[src/rtl/fetch_buffer.sv]
// Instruction fetch stage: owns the PC, keeps one memory read in flight and
// queues returned words with their next-PC for decode (show-ahead FIFO).
//   state     | meaning
//   S_IDLE    | no request outstanding; may issue one
//   S_WAIT    | request outstanding; response gets pushed
//   S_DISCARD | request outstanding but made stale by a redirect; response dropped
module fetch_buffer #(
    parameter logic [15:0] RESET_PC = 16'h3000,
    parameter int          DEPTH    = 4
) (
    input  logic                     clock,
    input  logic                     reset,
    input  logic                     enable_fetch,
    input  logic                     enable_updatePC,
    input  logic                     br_taken,
    input  logic [15:0]              taddr,
    output logic                     instrmem_rd,
    output logic [15:0]              pc,
    input  logic                     imem_valid,
    input  logic [15:0]              imem_data,
    input  logic                     instr_pop,
    output logic                     instr_valid,
    output logic [15:0]              instr_dout,
    output logic [15:0]              npc_out,
    output logic [$clog2(DEPTH):0]   fifo_count
);
    localparam int            AW   = $clog2(DEPTH);
    localparam logic [AW:0]   FULL = (AW + 1)'(DEPTH);

    localparam logic [1:0] S_IDLE    = 2'd0;
    localparam logic [1:0] S_WAIT    = 2'd1;
    localparam logic [1:0] S_DISCARD = 2'd2;

    logic [1:0]    state_q, state_d;
    logic [15:0]   pc_q, pc_d;
    logic [15:0]   req_npc_q, req_npc_d;
    logic [AW:0]   count_q, count_d;
    logic [AW-1:0] wr_ptr_q, wr_ptr_d;
    logic [AW-1:0] rd_ptr_q, rd_ptr_d;
    logic [15:0]   instr_mem_q [DEPTH];
    logic [15:0]   npc_mem_q   [DEPTH];

    logic redirect;
    logic fifo_empty;
    logic fifo_full;
    logic push;
    logic pop;

    assign redirect   = br_taken & enable_updatePC;
    assign fifo_empty = (count_q == '0);
    assign fifo_full  = (count_q == FULL);

    // Gated by reset so no request escapes while the block is held in reset.
    assign instrmem_rd = reset & (state_q == S_IDLE) & enable_fetch & ~fifo_full & ~redirect;
    assign push        = (state_q == S_WAIT) & imem_valid & ~redirect;
    assign pop         = instr_pop & ~fifo_empty & ~redirect;

    always_comb begin
        state_d = state_q;
        case (state_q)
            S_IDLE:    if (instrmem_rd) state_d = S_WAIT;
            S_WAIT: begin
                if (imem_valid)    state_d = S_IDLE;
                else if (redirect) state_d = S_DISCARD;
            end
            S_DISCARD: if (imem_valid) state_d = S_IDLE;
            default:   state_d = S_IDLE;
        endcase
    end

    always_comb begin
        pc_d      = pc_q;
        req_npc_d = req_npc_q;
        if (redirect) begin
            pc_d = taddr;
        end else if (instrmem_rd) begin
            pc_d      = pc_q + 16'd1;
            req_npc_d = pc_q + 16'd1;
        end
    end

    always_comb begin
        count_d  = count_q;
        wr_ptr_d = wr_ptr_q;
        rd_ptr_d = rd_ptr_q;
        if (redirect) begin
            count_d  = '0;
            wr_ptr_d = '0;
            rd_ptr_d = '0;
        end else begin
            if (push) wr_ptr_d = wr_ptr_q + AW'(1);
            if (pop)  rd_ptr_d = rd_ptr_q + AW'(1);
            if (push && !pop)      count_d = count_q + (AW + 1)'(1);
            else if (!push && pop) count_d = count_q - (AW + 1)'(1);
        end
    end

    always_ff @(posedge clock or negedge reset) begin
        if (!reset) begin
            state_q   <= S_IDLE;
            pc_q      <= RESET_PC;
            req_npc_q <= '0;
            count_q   <= '0;
            wr_ptr_q  <= '0;
            rd_ptr_q  <= '0;
        end else begin
            state_q   <= state_d;
            pc_q      <= pc_d;
            req_npc_q <= req_npc_d;
            count_q   <= count_d;
            wr_ptr_q  <= wr_ptr_d;
            rd_ptr_q  <= rd_ptr_d;
        end
    end

    // Storage needs no reset: entries are only visible through count_q.
    always_ff @(posedge clock) begin
        if (push) begin
            instr_mem_q[wr_ptr_q] <= imem_data;
            npc_mem_q[wr_ptr_q]   <= req_npc_q;
        end
    end

    assign pc          = pc_q;
    assign fifo_count  = count_q;
    assign instr_valid = ~fifo_empty;
    assign instr_dout  = fifo_empty ? 16'h0 : instr_mem_q[rd_ptr_q];
    assign npc_out     = fifo_empty ? 16'h0 : npc_mem_q[rd_ptr_q];
endmodule

[config.mk]
export PLATFORM = sky130hd
export DESIGN_NAME = fetch_buffer
export DESIGN_NICKNAME = d
export VERILOG_FILES = /design/src/rtl/fetch_buffer.sv
export SDC_FILE = /design/constraint.sdc
export NUM_CORES = 1
export LEC_CHECK = 0
export CAP_MARGIN = 30
export CELL_PAD_IN_SITES_DETAIL_PLACEMENT = 1
export CELL_PAD_IN_SITES_GLOBAL_PLACEMENT = 1
export CORE_MARGIN = 8
export CORE_UTILIZATION = 50
export CTS_CLUSTER_SIZE = 20
export DETAILED_ROUTE_END_ITERATION = 16
export PLACE_DENSITY_LB_ADDON = 0.2
export SYNTH_ARGS = -nofsm -noshare
export SYNTH_HDL_FRONTEND = slang
export SYNTH_SLANG_ARGS = --single-unit
[constraint.sdc]
create_clock -name clock -period 4.1 [get_ports clock]
set_clock_uncertainty 0.1 [all_clocks]
set_input_delay 1.23 -clock clock [delete_from_list [all_inputs] [get_ports clock]]
set_output_delay 1.23 -clock clock [all_outputs]
set_load 0.01 [all_outputs]
==> results.md <==
Synth:
- The number of nets produced by synthesis is 507.
- In this run, synthesis produced a sequential element count of 169.
- The fraction of synthesis flops using an asynchronous set or reset pin is 0.243.
- Among all flip-flop cells after synthesis, the most frequent one is sky130_fd_sc_hd__edfxtp_1.
- In this run, synthesis inferred 128 flip-flops with an integrated enable.
- The share of the Yosys chip area taken by registers is 0.679.
- The post-synth design cell area is 7170 um2.
- The share of Yosys cell area claimed by the top area cell type is 0.536.
- After technology mapping, the gate count stands at 462.
- The commonest cells after synthesis are sky130_fd_sc_hd__edfxtp_1, sky130_fd_sc_hd__and2_1, sky130_fd_sc_hd__dfrtp_1.
- The dominant cell by count in the synthesized netlist is sky130_fd_sc_hd__edfxtp_1.
- In this run the mean area of a mapped cell was 15.5 um2.
- The count of cell types in the netlist is 45.
- During synthesis, Yosys emitted a total of 0 warnings.
- After synthesis, the cell types taking the most area are sky130_fd_sc_hd__edfxtp_1, sky130_fd_sc_hd__dfrtp_1, sky130_fd_sc_hd__mux4_2.
- The cell taking the most area after synthesis is sky130_fd_sc_hd__edfxtp_1.

Setup path:
- The worst setup path is captured at an output port.
- The critical path in this run is classified as input port to output port.
- By instance count, the cell type seen most on the critical path is sky130_fd_sc_hd__clkdlybuf4s50_1.
- The largest driver fanout on the critical path is 2.
- Traced cell by cell, the critical path runs through clkdlybuf4s50_1, and2_1, nor3_2, buf_4, clkdlybuf4s50_1.
- The worst setup path is launched from an input port.
- The data arrival time of the critical path is 2.74 ns.
- In this design, the stage delay of the slowest critical-path cell is 0.53 ns.
- The library cell contributing the largest single delay on the critical path is sky130_fd_sc_hd__clkdlybuf4s50_1.
- The required arrival time at the worst endpoint is 2.77 ns.

Detailed routing:
- After detailed routing, the number of remaining DRC violations is 0.
- The iteration count of the initial detailed-routing pass is 5.
- The detailed-route wire length is 16600 um.
- The average vias per placed instance is 5.62.
- The total number of vias is 4224.
- The wire length per cell is 22.0 um.
- In this run, the number of DRC markers left after iteration 0 of detailed routing was 257.
- The number of antenna-violating nets in the routed design is 0.

GRT:
- The overall routing resource usage is 0.192.
- The number of global-route vias before repair is 4749.
- The initial antenna violation count is 0.
- The largest net degree at the start of global routing is 42.
- For this run the aggregate overflow at the end of global routing stands at 0.
- The first-pass GRT wire length is 26600 um.

Floorplan:
- The number of placement rows is 43.
- In this run the horizontal extent of the chip is 136 um.
- For this configuration, the core starts out at a cell density of 0.515.
- The core footprint is 13900 um2.
- The floorplan step defined a die boundary enclosing 18400 um2.
- The overall die height is 136 um.
- 92 I/O pins were placed.

Power and ir drop:
- In this run the power density over the cells is 620 nW/um2.
- The leakage power is 3.04 nW.
- The maximum resistive drop on vdd is 0.252 mV.

Clock tree:
- The buffer depth of the longest clock path is 2.
- Post-CTS repair changed the size of 0 cells.
- The latest clock arrival within the worst-skew pair is 0.42 ns.
- Clock-pin slew was measured on the worst setup and hold paths at 0.06 ns.
- The clock drives 169 sinks.
- The number of buffers created by CTS is 17.
- In this run the clock root is driven by a sky130_fd_sc_hd__clkbuf_16.
- The post-CTS setup repair buffer count is 0.
- The H-tree was split into 4 levels.
- The CTS tree is built.
- Buffers inserted to repair hold after CTS numbered 0.

Timing:
- Dividing the final minimum period by the clock period gives 0.992.
- Setup violations remaining at the end of the flow were counted as 0.
- The smallest clock period supported by the final layout is computed as 4.07 ns.
- The max-slew headroom at the worst pin is 0.586.
- The number of hold violations in the final report is 0.
- The total negative slack for setup checks is 0 ns.
- The number of slew-limit violations in the final report came to 0.
- At the pin with the least slew margin, the transition time is 0.616 ns.
- The maximum achievable frequency is 246 MHz.
- Setup repair after global routing left no endpoint under its margin.

Final layout:
- The fraction of final layout cells with drive strength greater than 1 is 0.159.
- The number of diodes added for antenna fixing is 0.
- The post-layout utilization of the core is 0.640.
- The final net count is 604.
- The area growth from synthesis to layout is 24.3%.

Placement:
- Detailed placement finished with a half-perimeter wire length of 10800 um.
- The final weighted congestion in routability-driven placement is 0.783.
- The number of port buffers is 91.

Status:
- The run finished with clean final reports.

Run:
- The max capacitance violation total is 0.

Min path:
- In this run the worst hold path is classified as register to register.
flip-flops by register name, indices dropped and copies added, names as in the netlist:
| signal | count |
|---|---|
| fifo_count | 3 |
| instr_mem_q | 64 |
| npc_mem_q | 64 |
| pc | 16 |
| rd_ptr_q | 2 |
| req_npc_q | 16 |
| state_q | 2 |
| wr_ptr_q | 2 |
where the power goes:
group	internal (mW)	total (mW)	switching, mW	leakage, nW
clock network	0.867	1.47	0.605	0.265
registers	2.10	2.33	0.233	1.62
logic	0.952	1.73	0.779	1.16
total	3.91	5.53	1.62	3.04
placed cells by master (no fill, tap or decap), types with 6 or more instances in the layout:
| cell | netlist | routed |
|---|---|---|
| sky130_fd_sc_hd__o21ai_0 | 11 | 11 |
| sky130_fd_sc_hd__nand3_1 | 7 | 7 |
| sky130_fd_sc_hd__buf_4 | 0 | 10 |
| sky130_fd_sc_hd__clkdlybuf4s50_1 | 0 | 90 |
| sky130_fd_sc_hd__nor2_1 | 35 | 35 |
| sky130_fd_sc_hd__clkbuf_16 | 0 | 17 |
| sky130_fd_sc_hd__nor3_1 | 10 | 9 |
| sky130_fd_sc_hd__and2_1 | 40 | 36 |
| sky130_fd_sc_hd__xnor2_1 | 20 | 20 |
| sky130_fd_sc_hd__a21oi_1 | 15 | 15 |
| sky130_fd_sc_hd__dfrtp_1 | 39 | 38 |
| sky130_fd_sc_hd__edfxtp_1 | 128 | 128 |
| sky130_fd_sc_hd__nand2_1 | 24 | 24 |
| sky130_fd_sc_hd__inv_1 | 8 | 8 |
| sky130_fd_sc_hd__mux4_2 | 32 | 32 |
| sky130_fd_sc_hd__clkbuf_1 | 17 | 6 |
metal layers:
metal  vias up  global-route usage  routed length, um
met1      2194               0.234               7100
met2        95               0.325               8540
met3        17              0.0460                651
met5         -                   0                  0
met4         0              0.0685                271
li1       1918                   -                  -
kinds of logic after synthesis:
logic type      share of synthesized area
compound gates                     0.0333
xor+xnor                           0.0305
fa+ha+maj                          0.0115
buf+inv                            0.0206
flops                               0.679
mux                                 0.109
simple gates                        0.116
path summary, 6_finish.rpt:
| kind | cells after the start | startpoint | slack [ns] | endpoint |
|---|---|---|---|---|
| min reg2reg | 0 | req_npc_q[7] | 0.43 | npc_mem_q[3][7] |
| min | 0 | req_npc_q[7] | 0.43 | npc_mem_q[3][7] |
| max in group asynchronous | 2 | reset | 2.66 | rd_ptr_q[0] |
| max reg2reg | 5 | pc[0] | 1.76 | pc[12] |
| min in group asynchronous | 2 | reset | 0.85 | req_npc_q[8] |
| max | 5 | br_taken | 0.03 | instrmem_rd |
cell type report:
| class | count | area (um2) |
|---|---|---|
| Multi-Input combinational cell | 257 | 2160 |
| Clock inverter | 7 | 70.1 |
| Clock buffer | 25 | 475 |
| Inverter | 8 | 30.0 |
| Tap cell | 180 | 225 |
| Sequential cell | 169 | 4870 |
| Fill cell | 1295 | 5020 |
| Timing Repair Buffer | 106 | 1080 |
stage by stage:
step / instances / power (mW) / instance area (um2) / worst slack (ns) / hold slack (ns)
after detailed placement: 720 / 4.11 / 8370 / 0.0171 / 0.421
after CTS: 752 / 5.60 / 8920 / 0.0171 / 0.442
after global placement: 720 / 4.02 / 8370 / 0.0422 / 0.390
after global routing: 752 / 5.79 / 8920 / 0.00799 / 0.460
after floorplan: 462 / 3.24 / 7170 / 0.598 / 0.372
final: 752 / 5.53 / 8920 / 0.0348 / 0.426
worst max-delay path: cells and delay by family:
| family | cells | cell delay (ns) |
|---|---|---|
| buf+inv | 3 | 1.09 |
| simple gates | 2 | 0.41 |
No activity file was read; power rests on OpenSTA's default activity.
